`config.mk`:
```
export PLATFORM = sky130hd
export DESIGN_NAME = snitch_fpu_share_arbiter
export DESIGN_NICKNAME = d
export VERILOG_FILES = /design/src/rtl/snitch_fpu_share_arbiter.sv
export SDC_FILE = /design/constraint.sdc
export NUM_CORES = 1
export LEC_CHECK = 0
export ABC_AREA = 1
export BUFFER_PORTS_ARGS = -buffer_cell sky130_fd_sc_hd__buf_2
export CELL_PAD_IN_SITES_DETAIL_PLACEMENT = 0
export CELL_PAD_IN_SITES_GLOBAL_PLACEMENT = 2
export CORE_AREA = 3 3 221 223
export CTS_CLUSTER_DIAMETER = 40
export DETAILED_ROUTE_END_ITERATION = 10
export DIE_AREA = 0 0 224 226
export PLACE_DENSITY_LB_ADDON = 0.1
export SLEW_MARGIN = 40
export SYNTH_ARGS = -nofsm -noshare
export SYNTH_HDL_FRONTEND = slang
export SYNTH_SLANG_ARGS = --single-unit
```
`constraint.sdc`:
```
create_clock -name clk_i -period 5.5 [get_ports clk_i]
set_input_delay 1.1 -clock clk_i [delete_from_list [all_inputs] [get_ports clk_i]]
set_output_delay 1.1 -clock clk_i [all_outputs]
set_load 0.02 [all_outputs]
```
`src/rtl/snitch_fpu_share_arbiter.sv`:
```
// Shares one FPU between NumPorts cores: round-robin request arbitration with grant lock,
// index-tagged response routing and per-port outstanding-credit counters.
module snitch_fpu_share_arbiter #(
   parameter int unsigned NumPorts       = 2,
   parameter int unsigned ReqWidth       = 128,
   parameter int unsigned RspWidth       = 69,
   parameter int unsigned TagWidth       = 7,
   parameter int unsigned MaxOutstanding = 4,
   parameter int unsigned IdxWidth       = $clog2(NumPorts)
) (
   input  logic                         clk_i,
   input  logic                         rst_ni,
   input  logic [NumPorts-1:0]          req_valid_i,
   output logic [NumPorts-1:0]          req_ready_o,
   input  logic [NumPorts*ReqWidth-1:0] req_data_i,
   input  logic [NumPorts*TagWidth-1:0] req_tag_i,
   output logic                         fpu_valid_o,
   input  logic                         fpu_ready_i,
   output logic [ReqWidth-1:0]          fpu_data_o,
   output logic [TagWidth+IdxWidth-1:0] fpu_tag_o,
   input  logic                         fpu_rsp_valid_i,
   output logic                         fpu_rsp_ready_o,
   input  logic [RspWidth-1:0]          fpu_rsp_data_i,
   input  logic [TagWidth+IdxWidth-1:0] fpu_rsp_tag_i,
   output logic [NumPorts-1:0]          rsp_valid_o,
   input  logic [NumPorts-1:0]          rsp_ready_i,
   output logic [RspWidth-1:0]          rsp_data_o,
   output logic [TagWidth-1:0]          rsp_tag_o,
   output logic                         err_o,
   output logic                         busy_o
);

   localparam int unsigned CntWidth = $clog2(MaxOutstanding + 1);

   typedef logic [CntWidth-1:0] cnt_t;
   typedef logic [IdxWidth-1:0] idx_t;

   cnt_t                cnt_q [NumPorts];
   idx_t                rr_ptr_q;
   idx_t                lock_idx_q;
   logic                lock_q;

   logic [NumPorts-1:0] eligible;
   logic                grant_valid;
   idx_t                grant_idx;
   logic                req_hs;
   idx_t                rsp_idx;
   logic                rsp_idx_ok;
   logic                rsp_hs;
   logic [NumPorts-1:0] cnt_inc;
   logic [NumPorts-1:0] cnt_dec;

   // A port competes only while it still has a free credit.
   always_comb begin
      eligible = '0;
      for (int unsigned i = 0; i < NumPorts; i++) begin
         eligible[i] = req_valid_i[i] && (cnt_q[i] < CntWidth'(MaxOutstanding));
      end
   end

   // Locked grants win outright; otherwise search from rr_ptr with wrap-around.
   always_comb begin
      idx_t cand;
      cand        = '0;
      grant_valid = 1'b0;
      grant_idx   = '0;
      if (lock_q) begin
         grant_valid = 1'b1;
         grant_idx   = lock_idx_q;
      end else begin
         for (int unsigned k = 0; k < NumPorts; k++) begin
            cand = IdxWidth'((32'(rr_ptr_q) + k) % NumPorts);
            if (!grant_valid && eligible[cand]) begin
               grant_valid = 1'b1;
               grant_idx   = cand;
            end
         end
      end
   end

   assign req_hs      = grant_valid && fpu_ready_i;
   assign fpu_valid_o = rst_ni && grant_valid;
   assign fpu_data_o  = req_data_i[32'(grant_idx)*ReqWidth +: ReqWidth];
   assign fpu_tag_o   = {grant_idx, req_tag_i[32'(grant_idx)*TagWidth +: TagWidth]};

   always_comb begin
      req_ready_o = '0;
      if (rst_ni && req_hs) begin
         req_ready_o[grant_idx] = 1'b1;
      end
   end

   assign rsp_idx    = fpu_rsp_tag_i[TagWidth +: IdxWidth];
   assign rsp_idx_ok = (32'(rsp_idx) < NumPorts);
   assign rsp_hs     = fpu_rsp_valid_i && rsp_idx_ok && rsp_ready_i[rsp_idx];
   assign rsp_data_o = fpu_rsp_data_i;
   assign rsp_tag_o  = fpu_rsp_tag_i[TagWidth-1:0];

   // Responses carrying an unknown owner are swallowed so the FPU never stalls on them.
   always_comb begin
      rsp_valid_o     = '0;
      fpu_rsp_ready_o = 1'b0;
      err_o           = 1'b0;
      if (rst_ni) begin
         if (rsp_idx_ok) begin
            rsp_valid_o[rsp_idx] = fpu_rsp_valid_i;
            fpu_rsp_ready_o      = rsp_ready_i[rsp_idx];
         end else begin
            fpu_rsp_ready_o = 1'b1;
            err_o           = fpu_rsp_valid_i;
         end
      end
   end

   always_ff @(posedge clk_i or negedge rst_ni) begin
      if (!rst_ni) begin
         rr_ptr_q   <= '0;
         lock_q     <= 1'b0;
         lock_idx_q <= '0;
      end else if (req_hs) begin
         lock_q   <= 1'b0;
         rr_ptr_q <= (grant_idx == IdxWidth'(NumPorts - 1)) ? '0 : grant_idx + 1'b1;
      end else if (grant_valid) begin
         lock_q     <= 1'b1;
         lock_idx_q <= grant_idx;
      end
   end

   always_comb begin
      cnt_inc = '0;
      cnt_dec = '0;
      for (int unsigned i = 0; i < NumPorts; i++) begin
         cnt_inc[i] = req_hs && (grant_idx == IdxWidth'(i));
         cnt_dec[i] = rsp_hs && (rsp_idx == IdxWidth'(i));
      end
   end

   // Issue and retire on the same port in one cycle cancel out.
   always_ff @(posedge clk_i or negedge rst_ni) begin
      if (!rst_ni) begin
         for (int unsigned i = 0; i < NumPorts; i++) begin
            cnt_q[i] <= '0;
         end
      end else begin
         for (int unsigned i = 0; i < NumPorts; i++) begin
            if (cnt_inc[i] && !cnt_dec[i]) begin
               cnt_q[i] <= cnt_q[i] + 1'b1;
            end else if (cnt_dec[i] && !cnt_inc[i]) begin
               cnt_q[i] <= cnt_q[i] - 1'b1;
            end
         end
      end
   end

   always_comb begin
      busy_o = 1'b0;
      for (int unsigned i = 0; i < NumPorts; i++) begin
         if (cnt_q[i] != '0) begin
            busy_o = 1'b1;
         end
      end
   end

`ifndef SYNTHESIS
   assert property (@(posedge clk_i) disable iff (!rst_ni)
      lock_q |-> ($stable(fpu_data_o) && $stable(fpu_tag_o)));

   assert property (@(posedge clk_i) disable iff (!rst_ni) $onehot0(rsp_valid_o));

   assert property (@(posedge clk_i) disable iff (!rst_ni)
      rsp_hs |-> (cnt_q[rsp_idx] != '0));

   for (genvar g = 0; g < NumPorts; g++) begin : gen_cnt_chk
      assert property (@(posedge clk_i) disable iff (!rst_ni)
         cnt_q[g] <= CntWidth'(MaxOutstanding));
   end
`endif

endmodule

```
==> results of run 1 <==
-- where the power goes --
| part | total (uW) | switching, uW | internal [uW] | leakage [uW] |
|---|---|---|---|---|
| Clock | 130 | 32.8 | 97.0 | 0.0000382 |
| Sequential | 133 | 32.9 | 101 | 0.000107 |
| Combinational | 2320 | 1630 | 692 | 0.00312 |
-- flip-flops by register name (all words and copies together), names as in the netlist --
name / cells
lock_idx_q: 1
cnt_q: 6
rr_ptr_q: 1
lock_q: 1
-- worst register-to-register path: stages, from the launching register on --
cell and delay (ps):
dfrtp_1 460, nand2_8 410, nand3_4 360, buf_12 320, nor2_1 170, ha_1 160
inv_1 60, fa_1 370, or2_2 300, nand2_1 80, xor2_1 130
-- metrics by stage --
step                      worst slack [ps]  total power, uW  util [%]
final                                 1801             2587     11.82
after global routing                  1629             2857     11.81
after CTS                             1731             2679     11.79
after detailed placement              1768             2534     11.63
after global placement                1685             2596     11.60
after floorplan                       2439             1709         -
-- cells in the final DEF, fill, tap and decap left out, types with 3 or more instances in the layout --
cell type	n
diode_2	5
buf_12	3
nand3_1	4
a21oi_1	3
dfrtp_1	9
nor3_1	4
inv_1	12
buf_4	3
clkbuf_16	3
nand2_1	285
inv_2	5
nor2_1	5
buf_2	421
nand4_1	135
-- worst min path at each step --
stage / start / to / slack, ps
floorplan: rr_ptr_q$_DFFE_PN0N_ / rr_ptr_q$_DFFE_PN0N_ / 450
CTS: rr_ptr_q$_DFFE_PN0N_ / rr_ptr_q$_DFFE_PN0N_ / 490
global placement: lock_idx_q$_DFFE_PN0P_ / lock_idx_q$_DFFE_PN0P_ / 480
finish: rr_ptr_q$_DFFE_PN0N_ / rr_ptr_q$_DFFE_PN0N_ / 500
detailed placement: rr_ptr_q$_DFFE_PN0N_ / rr_ptr_q$_DFFE_PN0N_ / 480
global route: lock_idx_q$_DFFE_PN0P_ / lock_idx_q$_DFFE_PN0P_ / 550
-- layer usage --
metal | vias to the layer above | wire length (um) | global-route usage, %
li1 | 2581 | - | -
met1 | 2336 | 9511 | 9.934
met2 | 310 | 12470 | 16.19
met3 | 28 | 2671 | 3.744
met4 | 4 | 281 | 1.506
met5 | - | 27 | 0
-- cell families (layout without fill, tap and decap cells) --
kind of cell             count (synthesis)  in the layout  share of synthesized area, %
XOR/XNOR                                 4              4                         1.062
AO/OA/AOI/OAI                            4              4                        0.6065
AND/OR/NAND/NOR                        438            438                         60.87
other                                    1              6                        0.1137
multiplexers                             2              2                        0.6825
buffers and inverters                  152            449                         27.87
flip-flops                               9              9                         6.826
adder cells (fa/ha/maj)                  4              4                         1.972
-- cell type report --
type / instances / area, um^2 / share of cell area (%)
multi-input cells: 453 / 2186 / 39.55
well taps: 607 / 759.5 / 13.74
repair buffers: 428 / 2201 / 39.82
clock buffers: 4 / 78.83 / 1.426
diodes: 5 / 12.51 / 0.2264
inverters: 17 / 63.81 / 1.155
flip-flops and latches: 9 / 225.2 / 4.075
==> impl_metrics.ini, run 1 <==
[sta]
drv_slew = 0
final_hold_viol_count = 0
setup_viol = 0
skew_ps = 1.152
fin_setup_tns_ps = 0
layout_min_cycle_time_ps = 3699
fin_hold_ws_ps = 497.3
finalCritPeriodShare_pct = 67.26
grt_setup_unrepaired = no
tightest_slew_ps = 813.3
max_freq_ghz = 0.2703
relSlewSlack_pct = 45.78

[power]
p_leak_uw = 0.003263
peakVddDrop_uv = 210.1
power.density_nw_per_um2 = 468.1

[floorplan]
rows = 79
initial_core_util_pct = 7.057
coreArea_um2 = 46750
die_h_um = 226
die_w_um = 224
pin_count = 575
die_area_um2 = 50620

[yosys]
syn-cell-area_um2 = 3299
ys_seq_elements = 9
synth_area_leaders = nand2_1, nand4_1, buf_4
synthFlopType = dfrtp_1
yosysTopAreaCellShare_pct = 32.42
synth_edf_count = 0
synth.most_common_cell = nand2_1
avgSynthCellArea_um2 = 5.374
synth_nets = 973
synthCells = 614
async_flop_share_pct = 100.0
synth_commonest_cells = nand2_1, nand4_1, buf_4
yosys_warnings = 0
ys_types = 23
yosysTopAreaCell = nand2_1
ys_seq_area_share_pct = 6.826

[clock_tree]
cts_resized = 0
clk_root_buffer_cell = clkbuf_16
cts_buffers = 3
cts.path.max_buffers = 2
cts_tree = yes
clk_latency_ps = 230
ctsHtreeMaxLevel = 1
cts_num_sinks = 9
cts_hold_buffers = 0
clk_pin_slew_ps = 40
cts_setup_buffers = 0

[placement]
place_area_um2 = 5435
place_inst = 1514
portBuffers = 421
place_hpwl_um = 19060
place.gp.congestion = 0.7011

[critical_path]
reg2regPathDepth = 10
crit_end = fpu_data_o[4]
start_kind = primary input
r2r_slack_ps = 2610
path_buf_inv = 4
crit_cells = 9
crit_path_cell_trace = buf_2 > inv_2 > nor2_1 > nand2_4 > nand3_4 > buf_12 > nand2_1 > nand2_1 > buf_2
critPathTopFamily = simple AND/OR/NAND/NOR gates
crit_fanout = 73
max_stage_delay_ps = 320
r2r_start = lock_q$_DFFE_PN0P_
crit_type = in2out
worstPathArrival_ps = 2600
regToRegEndpoint = cnt_q[2]$_DFFE_PN0P_
required_ps = 4400
end_kind = primary output
startpoint = req_valid_i[0]
slowest_stage = buf_12

[drt]
route.vias.total = 5259
drt_iter0_markers = 141
detail-route-antenna-nets = 0
drc = 0
wire_per_inst_um = 16.39
wirelength_um = 24960
viasPerCell = 3.453
first_pass_iters = 4

[hold_path]
hold_path_class = reg2reg
hold_depth = 2

[flow_run]
drv_cap = 0

[layout]
fin_cells = 1523
final_area_um2 = 5527
fill_cells = 5643
fin_nets = 1271
syn_to_final_growth_pct = 67.50
layout-drive-gt1-share_pct = 48.63

[global_routing]
antenna_found_initial = 8
grt_use_total_pct = 8.948
grt_first_pass_wirelength_um = 35110
grt_pass1_vias = 5487
overflow = 0
grt_max_degree = 136

[status]
status = finished, final reports clean
No activity file was read; power rests on OpenSTA's default activity.
==> run 2: changes to the inputs <==
==> constraint.sdc (replaced) <==
create_clock -name clk_i -period 3.7 [get_ports clk_i]
set_input_delay 0.74 -clock clk_i [delete_from_list [all_inputs] [get_ports clk_i]]
set_output_delay 0.74 -clock clk_i [all_outputs]
set_load 0.02 [all_outputs]
==> run 2 against run 1 <==
Sequential cell count unchanged. Non-clock buffer count up 12. Sequential power up 47%. Core utilization up 0.29 points. Combinational power up 56%. First-iteration DRC count down 23%. Via count about the same. Critical path depth up 1. Clock skew about the same. Hold slack worse by 100 ps. Global-route usage up 0.082 points. Critical endpoint is now fpu_data_o[67]. Largest cell class unchanged.
==> impl_metrics.ini, run 2 (synthesized netlist as in run 1, its figures left out) <==
[status]
status = finished, final reports clean

[clock_tree]
cts_setup_buffers = 0
ctsHtreeMaxLevel = 1
cts_hold_buffers = 0
cts_num_sinks = 9
cts.path.max_buffers = 2
clk_latency_ps = 230
cts_tree = yes
clk_root_buffer_cell = clkbuf_16
cts_buffers = 3
clk_pin_slew_ps = 40
cts_resized = 0

[layout]
syn_to_final_growth_pct = 71.67
final_area_um2 = 5664
mostFrequentLayoutCells = buf_2, nand2_1, nand4_1
largest_register = cnt_q
layout-drive-gt1-share_pct = 49.30
fin_cells = 1534
fin_nets = 1283
largest_reg_flops = 6
layout.cells.most_common = buf_2

[power]
peakVddDrop_uv = 469.2
pwr-share-seq_pct = 4.9
power.density_nw_per_um2 = 705.5
p_leak_uw = 0.003345
p_int_uw = 1454
switching_share_pct = 63.62
p_sw_uw = 2543
p_comb_share_pct = 90.3
clkPwrFrac_pct = 4.8

[sta]
relSlewSlack_pct = 51.12
setup_viol = 0
max_freq_ghz = 0.3413
final_hold_viol_count = 0
drv_slew = 0
finalCritPeriodShare_pct = 79.19
fin_setup_tns_ps = 0
grt_setup_unrepaired = no
tightest_slew_ps = 733.2
skew_ps = 1.286
layout_min_cycle_time_ps = 2930

[floorplan]
initial_core_util_pct = 7.057
coreArea_um2 = 46750
die_h_um = 226
die_w_um = 224
die_area_um2 = 50620
rows = 79
pin_count = 575

[drt]
drc = 0
wire_per_inst_um = 16.29
met1Wirelength_um = 9485
viasPerCell = 3.430
wirelength_um = 24990
first_pass_iters = 4
detail-route-antenna-nets = 0
drt_iter0_markers = 109
routed-wl-met3_um = 2441
routed-wl-met2_um = 12600
top_layer = met5
route.vias.total = 5262

[hold_path]
hold_path_class = in2async

[placement]
portBuffers = 421
place_area_um2 = 5575
place_hpwl_um = 19480
place.gp.congestion = 0.6936
place_inst = 1526

[global_routing]
grt_first_pass_wirelength_um = 35690
grt_max_degree = 136
overflow = 0
grt_pass1_vias = 5685
grt_use_total_pct = 9.030
antenna_found_initial = 8

[critical_path]
crit_type = in2out
r2r_slack_ps = 1170
regToRegEndpoint = cnt_q[4]$_DFFE_PN0P_
crit_fanout = 31
end_kind = primary output
max_stage_delay_ps = 290
required_ps = 2960
r2r_start = cnt_q[2]$_DFFE_PN0P_
worstPathArrival_ps = 2190
critPathTopFamily = buffers and inverters
start_kind = primary input
path_buf_inv = 5
reg2regPathDepth = 11
slowest_stage = nand3_4
crit_path_cell_trace = buf_2 > inv_2 > nor2_1 > nand2_4 > nand3_4 > buf_12 > buf_4 > nand2_1 > nand2_1 > buf_2

[flow_run]
drv_cap = 0
## run 2: power by group through the flow
stage               logic [uW]  clock network, uW  registers (uW)
floorplan                 2350                  0             186
global placement          3820                  0             203
detailed placement        3720                  0             200
CTS                       3730                199             198
global route              4000                204             207
finish                    3610                191             196
## run 2: area by class of cell
type,instances,area [um^2]
Fill cell,5653,41090
Timing Repair Buffer,440,2350
Multi-Input combinational cell,453,2177
Tap cell,607,759.5
Sequential cell,9,225.2
Clock buffer,4,78.83
Inverter,17,63.81
Antenna cell,4,10.01
## run 2: through the flow
step	hold slack, ps	setup WS, ps	power, uW	util [%]
after floorplan	444.4	1254	2540	-
after global placement	491.6	708.7	4023	11.92
after detailed placement	491.3	713.1	3923	11.92
after CTS	401.8	708.0	4128	12.09
after global routing	409.9	601.0	4415	12.11
final	392.5	770.1	3996	12.12
## run 2: layer usage
| layer | vias to the layer above | track usage, % |
|---|---|---|
| li1 | 2601 | - |
| met1 | 2311 | 9.848 |
| met2 | 310 | 16.65 |
| met3 | 34 | 3.458 |
| met4 | 6 | 1.857 |
| met5 | - | 0 |
## run 2: worst max-delay path by stage
stage	startpoint	endpoint	slack (ps)	cells after the start
global route	req_valid_i[0]	fpu_data_o[67]	600	10
CTS	req_valid_i[0]	fpu_data_o[67]	710	10
detailed placement	req_valid_i[1]	cnt_q[4]$_DFFE_PN0P_	710	11
floorplan	req_valid_i[1]	cnt_q[2]$_DFFE_PN0P_	1250	11
finish	req_valid_i[0]	fpu_data_o[67]	770	10
global placement	req_valid_i[1]	cnt_q[4]$_DFFE_PN0P_	710	11
==> run 3: changes to the inputs <==
==> constraint.sdc (replaced) <==
create_clock -name clk_i -period 2.5 [get_ports clk_i]
set_input_delay 0.5 -clock clk_i [delete_from_list [all_inputs] [get_ports clk_i]]
set_output_delay 0.5 -clock clk_i [all_outputs]
set_load 0.02 [all_outputs]
==> run 3 against run 2 <==
Total power increased by 53%. Cell count increased by 0.91%. Clock skew increased by 6.7 ps. Wire length increased by 0.30%. Cell area increased by 3.2%. Worst setup slack got worse by 560 ps. First-iteration DRC count increased by 37%. Hold slack got worse by 250 ps. Critical endpoint is now fpu_data_o[71]. Largest cell class unchanged.
==> impl_metrics.ini, run 3 (synthesized netlist as in run 1, its figures left out) <==
[sta]
finalCritPeriodShare_pct = 91.79
max_freq_ghz = 0.4358
setup_viol = 0
grt_setup_unrepaired = no
skew_ps = 8.034
fin_ws_ps = 205.4
final_hold_viol_count = 0
layout_min_cycle_time_ps = 2295
fin_setup_tns_ps = 0
drv_slew = 0

[power]
switching_share_pct = 62.32
power.density_nw_per_um2 = 1044
p_sw_uw = 3803
p_leak_uw = 0.003443
p_comb_share_pct = 90.5
peakVddDrop_uv = 341.0
p_total_uw = 6102
pwr-share-seq_pct = 4.8
clkPwrFrac_pct = 4.7
p_int_uw = 2300

[global_routing]
grt_pass1_vias = 5578
overflow = 0
grt_use_total_pct = 8.989
grt_max_degree = 73
antenna_found_initial = 6
grt_first_pass_wirelength_um = 35400

[clock_tree]
clk_latency_ps = 240
ctsHtreeMaxLevel = 1
cts_tree = yes
cts_setup_buffers = 0
cts.path.max_buffers = 2
cts_num_sinks = 9
cts_buffers = 3
clk_root_buffer_cell = clkbuf_16
clk_pin_slew_ps = 40

[drt]
first_pass_iters = 4
wirelength_um = 25070
drt_iter0_markers = 149
route.vias.total = 5303
wire_per_inst_um = 16.19
viasPerCell = 3.426
detail-route-antenna-nets = 0
drc = 0

[layout]
final_area_um2 = 5843
mostFrequentLayoutCells = buf_2, nand2_1, nand4_1
largest_register = cnt_q
final_util_pct = 12.50
syn_to_final_growth_pct = 77.10
layout.cells.most_common = buf_2
largest_reg_flops = 6
fill_cells = 5640
fin_nets = 1296
layout-drive-gt1-share_pct = 50.21

[flow_run]
drv_cap = 0

[floorplan]
rows = 79
die_area_um2 = 50620
die_h_um = 226
die_w_um = 224
pin_count = 575
initial_core_util_pct = 7.057
coreArea_um2 = 46750

[critical_path]
reg2regPathDepth = 11
crit_fanout = 35
start_kind = register
end_kind = primary output
crit_type = reg2out
worstPathArrival_ps = 1790
required_ps = 2000

[placement]
place_area_um2 = 5748
place.gp.congestion = 0.6948
portBuffers = 421
place_hpwl_um = 20610
pre_cts_ws_ps = 242.1

[status]
status = finished, final reports clean

[hold_path]
hold_path_class = in2async
## run 3: cell types whose count changed in the layout (fill, tap and decap cells not counted)
cell      change
buf_4         +7
diode_2       +1
clkbuf_1      -1
clkinv_2      +1
nor2_2        +1
nor2_1        -1
buf_12        +6
## run 3: what timing repair did
item | in CTS | in global routing
hold buffers | 0 | 0
resized for setup | 0 | 1
setup endpoints to repair | 0 | 1
## run 3: routing by layer
layer	part of all wire, %	global-route usage [%]
met3	10	3.380
met4	0.57	0.9492
met1	37	9.595
met2	52	17.31
met5	0.052	0
## run 3: metrics by stage
step / hold slack [ps] / cells
2_1_floorplan: 204.4 / 614
3_3_place_gp: 420.1 / 1539
3_5_place_dp: 409.2 / 1539
4_1_cts: 153.2 / 1543
5_1_grt: 169.6 / 1545
6_report: 145.1 / 1548
## run 3: cell type report
type	instances	area [um^2]	area share, %
Timing Repair Buffer	453	2522	43.17
Clock inverter	1	5.005	0.08565
Tap cell	607	759.5	13.00
Inverter	17	63.81	1.092
Clock buffer	3	75.07	1.285
Sequential cell	9	225.2	3.854
Antenna cell	5	12.51	0.2141
Multi-Input combinational cell	453	2180	37.30
## run 3: critical path: stages (launching register included)
cell	delay, ps
dfrtp_1	380
inv_2	70
nand2_1	100
nand2_4	100
buf_12	250
buf_4	220
nand4_1	90
nand2_1	130
buf_2	180
## run 3: worst paths after layout
kind | from | end | slack, ps
min in group clk_i | lock_idx_q$_DFFE_PN0P_ | lock_idx_q$_DFFE_PN0P_ | 490
worst min-delay path | rst_ni | rr_ptr_q$_DFFE_PN0N_ | 150
worst max register to register | cnt_q[2]$_DFFE_PN0P_ | cnt_q[2]$_DFFE_PN0P_ | 420
max in group asynchronous | rst_ni | cnt_q[3]$_DFFE_PN0P_ | 2120
worst min register to register | lock_idx_q$_DFFE_PN0P_ | lock_idx_q$_DFFE_PN0P_ | 490
worst max-delay path | cnt_q[2]$_DFFE_PN0P_ | fpu_data_o[71] | 210
## run 3: power groups by stage
stage | combinational, uW | clock [uW] | sequential, uW
after floorplan | 3480 | 0 | 275
final | 5520 | 288 | 293
after detailed placement | 5690 | 0 | 295
after global routing | 6110 | 308 | 306
after CTS | 5700 | 298 | 293
after global placement | 5830 | 0 | 299
